==> src/rtl/key_gesture_if.sv <==
// Key gesture bundle: the debounced key level in, gesture pulses and busy out.
interface key_gesture_if;
   logic key_b;
   logic click;
   logic dbl_click;
   logic long_press;
   logic rpt;
   logic busy;

   modport master (output key_b, input click, dbl_click, long_press, rpt, busy);
   modport slave  (input key_b, output click, dbl_click, long_press, rpt, busy);
endinterface

==> src/rtl/key_gesture.sv <==
// Click / double-click / long-press / auto-repeat classifier for one key.
// All state moves on the falling edge of clk_sys.
module key_gesture #(
   parameter int bitwidth = 24,
   parameter int longT    = 5000000,
   parameter int dblT     = 2500000,
   parameter int repT     = 1250000
) (
   input  logic           clk_sys,
   input  logic           rst_n,
   key_gesture_if.slave   kif
);
   localparam logic [2:0] IDLE   = 3'd0;
   localparam logic [2:0] PRESS1 = 3'd1;
   localparam logic [2:0] WAIT2  = 3'd2;
   localparam logic [2:0] PRESS2 = 3'd3;
   localparam logic [2:0] LONG   = 3'd4;

   localparam logic [bitwidth-1:0] LONG_LAST = bitwidth'(longT - 1);
   localparam logic [bitwidth-1:0] DBL_LAST  = bitwidth'(dblT - 1);
   localparam logic [bitwidth-1:0] REP_LAST  = bitwidth'(repT - 1);

   logic [1:0]          sync;
   logic [2:0]          state;
   logic [bitwidth-1:0] cnt;
   logic                click_q, dbl_q, long_q, rpt_q;
   logic                pressed;

   assign pressed = ~sync[1];

   always_ff @(negedge clk_sys or negedge rst_n) begin
      if (!rst_n) begin
         sync    <= 2'b11;
         state   <= IDLE;
         cnt     <= '0;
         click_q <= 1'b0;
         dbl_q   <= 1'b0;
         long_q  <= 1'b0;
         rpt_q   <= 1'b0;
      end else begin
         sync    <= {sync[0], kif.key_b};
         click_q <= 1'b0;
         dbl_q   <= 1'b0;
         long_q  <= 1'b0;
         rpt_q   <= 1'b0;
         case (state)
            IDLE: begin
               if (pressed) begin
                  state <= PRESS1;
                  cnt   <= '0;
               end
            end
            // release is tested first so it wins over the long threshold
            PRESS1: begin
               if (!pressed) begin
                  state <= WAIT2;
                  cnt   <= '0;
               end else if (cnt == LONG_LAST) begin
                  state  <= LONG;
                  cnt    <= '0;
                  long_q <= 1'b1;
               end else begin
                  cnt <= cnt + 1'b1;
               end
            end
            // press is tested first so it wins over the window expiry
            WAIT2: begin
               if (pressed) begin
                  state <= PRESS2;
                  cnt   <= '0;
                  dbl_q <= 1'b1;
               end else if (cnt == DBL_LAST) begin
                  state   <= IDLE;
                  cnt     <= '0;
                  click_q <= 1'b1;
               end else begin
                  cnt <= cnt + 1'b1;
               end
            end
            PRESS2: begin
               if (!pressed) begin
                  state <= IDLE;
                  cnt   <= '0;
               end
            end
            LONG: begin
               if (!pressed) begin
                  state <= IDLE;
                  cnt   <= '0;
               end else if (cnt == REP_LAST) begin
                  cnt   <= '0;
                  rpt_q <= 1'b1;
               end else begin
                  cnt <= cnt + 1'b1;
               end
            end
            default: begin
               state <= IDLE;
               cnt   <= '0;
            end
         endcase
      end
   end

   assign kif.click      = click_q;
   assign kif.dbl_click  = dbl_q;
   assign kif.long_press = long_q;
   assign kif.rpt        = rpt_q;
   assign kif.busy       = (state != IDLE);
endmodule

==> src/flat_wrapper.sv <==
// flat-port wrapper written by rule: the top's interface ports become plain ports
module key_gesture_flat 
#(
   parameter int bitwidth = 24,
   parameter int longT    = 5000000,
   parameter int dblT     = 2500000,
   parameter int repT     = 1250000
)
  (clk_sys, rst_n, kif_key_b, kif_click, kif_dbl_click, kif_long_press, kif_rpt, kif_busy);
  key_gesture_if kif_i ();
  input  logic clk_sys;
  input  logic rst_n;
  input wire logic [$bits(kif_i.key_b)-1:0] kif_key_b;
  output wire logic [$bits(kif_i.click)-1:0] kif_click;
  output wire logic [$bits(kif_i.dbl_click)-1:0] kif_dbl_click;
  output wire logic [$bits(kif_i.long_press)-1:0] kif_long_press;
  output wire logic [$bits(kif_i.rpt)-1:0] kif_rpt;
  output wire logic [$bits(kif_i.busy)-1:0] kif_busy;
  assign kif_i.key_b = kif_key_b;
  assign kif_click = kif_i.click;
  assign kif_dbl_click = kif_i.dbl_click;
  assign kif_long_press = kif_i.long_press;
  assign kif_rpt = kif_i.rpt;
  assign kif_busy = kif_i.busy;
  key_gesture #(.bitwidth(bitwidth), .longT(longT), .dblT(dblT), .repT(repT)) u_core (.clk_sys(clk_sys), .rst_n(rst_n), .kif(kif_i));
endmodule
==> config.mk <==
export PLATFORM = sky130hd
export DESIGN_NAME = key_gesture_flat
export DESIGN_NICKNAME = d
export VERILOG_FILES = /design/src/rtl/key_gesture_if.sv /design/src/rtl/key_gesture.sv /design/src/flat_wrapper.sv
export SDC_FILE = /design/constraint.sdc
export NUM_CORES = 1
export LEC_CHECK = 0
export BUFFER_PORTS_ARGS = -buffer_cell sky130_fd_sc_hd__buf_2
export CORE_AREA = 2 2 87 89
export DETAILED_ROUTE_END_ITERATION = 7
export DIE_AREA = 0 0 89 91
export PLACE_DENSITY = 0.45
export SYNTH_ARGS = -nofsm -noshare
export SYNTH_HDL_FRONTEND = slang
export SYNTH_SLANG_ARGS = --single-unit
==> constraint.sdc <==
create_clock -name clk_sys -period 2.35 [get_ports clk_sys]
set_input_delay 0.235 -clock clk_sys [delete_from_list [all_inputs] [get_ports clk_sys]]
set_output_delay 0.235 -clock clk_sys [all_outputs]
set_load 0.05 [all_outputs]
==> summary.txt <==
Clock tree
  • CTS tree: built
  • Clock-pin slew on the worst setup and hold paths: 0.05 ns
  • # hold bufs at CTS: 0
  • CTS Sinks: 33
  • Clock Tree Buf Depth: 2
  • CTS Buf Count: 5
  • Clk Latency, worst-skew pair: 0.34 ns
  • CTS Root Cell: clkbuf_8
  • H-tree depth: 2

Critical path
  • WS Path Type: flop to output port
  • Crit path launch type: flop
  • CP required: 2.12 ns
  • Worst EP arrival: 2.36 ns
  • Crit Path Max Fanout: 2
  • Worst setup path start: u_core.state[2]$_DFFE_NN0P_
  • CP Capture Type: output port
  • Worst r2r src: u_core.state[0]$_DFFE_NN0P_

Timing
  • Worst-Margin Slew: 0.606 ns
  • Clk_skew: 0.0491 ns
  • Final Hold Viols: 0
  • RSZ-0062 raised after global routing: yes
  • Slack of the critical path: -0.243 ns
  • Count of pins over their slew limit: 0
  • Slew HR: 59.6%
  • Final setup violation count: 1

Placement
  • IO buf count: 7
  • DP Wirelength: 4.52 mm
  • Placed Cells: 359
  • GPL Wtd Cong: 0.920

Synth
  • Top post-synthesis cells by count: dfrtn_1 (31), nand2_1 (21), nand3_1 (13), nor3_1 (13), nor2_1 (12)
  • Mapped Nets: 225
  • Synth area leader: dfrtn_1
  • Top cells by area, synth: dfrtn_1 (37%), nand2_1 (3.8%), mux2i_1 (3.4%)
  • Post-synth EDFFs: 0
  • Yosys warnings: 0
  • Seq/Total Area, Yosys: 39.9%
  • Synth cell types: 47
  • Count leader, synth: dfrtn_1
  • Avg Cell Area, Syn: 9.39 sq um
  • Asr flop ratio synth: 100%
  • Yosys reg bits: 33
  • Area share of the largest cell type after synthesis: 37.4%
  • Post-synthesis cell area: 2070 sq um
  • Mapped Cells: 221
  • Prevailing post-synth register cell: dfrtn_1

GRT
  • Vias in the first global route: 1889
  • Largest net degree at the start of global routing: 17
  • Remaining Overflow, GRT: 0
  • Global-route wire length before repair: 10.2 mm
  • Initial antenna violation count: 0
  • All-Layer GR Usage: 16.3%

Floorplanning
  • Row count: 31
  • Chip width: 89 um
  • Core outline area: 7140 sq um
  • Initial Util: 29.1%
  • Chip height: 91 um
  • Ports: 8
  • Die area: 8100 sq um

Pwr
  • Sequential Power Share: 45.8%
  • Power Density: 467 nW/um^2
  • P_int: 0.900 mW
  • NetSw: 0.400 mW
  • Pleak: 1.15 nW
  • Comb power frac: 19.6%
  • Total power of the final layout: 1.30 mW
  • Sw frac: 30.8%
  • Max VDD drop: 0.000225 V
  • Clock power frac: 34.6%

Drt
  • Via count: 1944
  • Vias per inst: 5.24
  • Drt pass-1 iters: 4
  • Iteration-0 DRC Markers: 95
  • Final wirelength: 6.15 mm
  • Antenna-violating nets left: 0
  • DRC Markers: 0
  • Drt wl/cell: 16.6 um

Final layout
  • Non-filler cells, final: 371
  • Antenna cell count: 0
  • Area growth syn-to-layout: 34.1%
  • Proportion of layout cells with a drive suffix above 1: 37.9%
  • Layout net count: 275

Run status
  • Status: finished, violations left
  • Failing checks: setup timing

Flow run
  • MaxCap Viol Count: 0

Worst hold path
  • Hold/Removal Path Class: flop to flop
  • HP Start: u_core.sync[0]$_DFF_NN1_
## logic make-up (layout without fill, tap and decap cells)
| group | Yosys count | count (layout) | share of synthesized area [%] |
|---|---|---|---|
| adder cells (fa/ha/maj) | 1 | 1 | 0.603 |
| AO/OA/AOI/OAI | 39 | 39 | 14.0 |
| buffers and inverters | 18 | 69 | 4.52 |
| AND/OR/NAND/NOR | 123 | 123 | 37.6 |
| flip-flops | 33 | 33 | 39.9 |
| multiplexers | 7 | 7 | 3.38 |
## path summary, 6_finish.rpt
kind / endpoint / slack [ns] / cells after the start
min reg2reg: u_core.sync[1]$_DFF_NN1_ / 0.35 / 0
max: kif_busy / -0.24 / 2
min: u_core.sync[1]$_DFF_NN1_ / 0.35 / 0
max in group asynchronous: u_core.cnt[6]$_DFFE_NN0P_ / 0.98 / 2
max reg2reg: u_core.cnt[12]$_DFFE_NN0P_ / 0.07 / 8
min in group asynchronous: u_core.cnt[14]$_DFFE_NN0P_ / 0.90 / 1
## timing repair
action                     4_1_cts  5_1_grt
buffers inserted                 1        2
resized for setup                8       25
setup endpoints to repair       26       24
pin swaps                        0        9
## registers in the layout (all words and copies together) (netlist names)
signal	cells
u_core.kif.dbl_click	1
u_core.kif.rpt	1
u_core.cnt	24
u_core.state	3
u_core.kif.long_press	1
u_core.sync	2
u_core.kif.click	1
## layout make-up
cell class / count / area [sq um]
Inverter: 4 / 15.0
Sequential cell: 33 / 828
Clock inverter: 5 / 23.8
Multi-Input combinational cell: 170 / 1270
Timing Repair Buffer: 55 / 447
Clock buffer: 5 / 68.8
Tap cell: 99 / 124
Fill cell: 752 / 4360
## cells in the final DEF (no fill, tap or decap), types with 3 or more instances in the layout
cell	netlist	final
and4_1	3	3
nand4_1	10	10
o21ai_2	4	4
nor3_2	6	6
nor3_1	13	12
nand2_1	21	21
nand2b_1	3	3
buf_4	0	45
o21ai_0	8	8
and3_1	7	7
nor4_4	3	5
o31ai_1	5	5
and2_1	5	5
nor4_1	9	3
buf_6	3	5
nor2_1	12	10
dfrtn_1	31	31
a21oi_1	6	6
nor4_2	1	5
o22ai_1	4	4
a31oi_4	1	3
clkbuf_8	0	5
nand3_1	13	13
mux2i_1	7	7
inv_1	5	6
## power by group through the flow
stage | combinational [mW] | clock (mW) | sequential (mW)
6_report | 0.255 | 0.449 | 0.595
5_1_grt | 0.280 | 0.495 | 0.597
4_1_cts | 0.238 | 0.470 | 0.596
3_5_place_dp | 0.228 | 0.00799 | 0.606
3_3_place_gp | 0.230 | 0.00799 | 0.605
2_1_floorplan | 0.132 | 0.00799 | 0.613
## metrics by stage
stage | setup TNS (ns) | hold WS (ns) | util (%) | instance area, sq um | setup WS [ns]
detailed placement | -0.530 | 0.349 | 35.2 | 2510 | -0.0709
CTS | -0.245 | 0.358 | 37.0 | 2640 | -0.245
global route | -0.271 | 0.378 | 39.0 | 2780 | -0.271
global placement | -0.142 | 0.346 | 35.2 | 2510 | -0.0522
finish | -0.243 | 0.354 | 39.0 | 2780 | -0.243
floorplan | 0 | 0.345 | - | 2080 | 0.0277
## worst max-delay path, stage by stage (launching register included)
cell and delay [ns]:
dfrtn_1 0.34, or3_4 0.39, buf_8 0.16
## layer usage
| layer | wire (um) | track usage [%] | vias up | share of wire, % |
|---|---|---|---|---|
| met5 | 0 | 0 | - | 0 |
| met3 | 225 | 3.27 | 6 | 3.7 |
| met1 | 3030 | 24.0 | 954 | 49 |
| met4 | 70 | 3.11 | 0 | 1.1 |
| met2 | 2820 | 24.6 | 47 | 46 |
| li1 | - | - | 937 | - |
(Power assumes the default switching activity.)
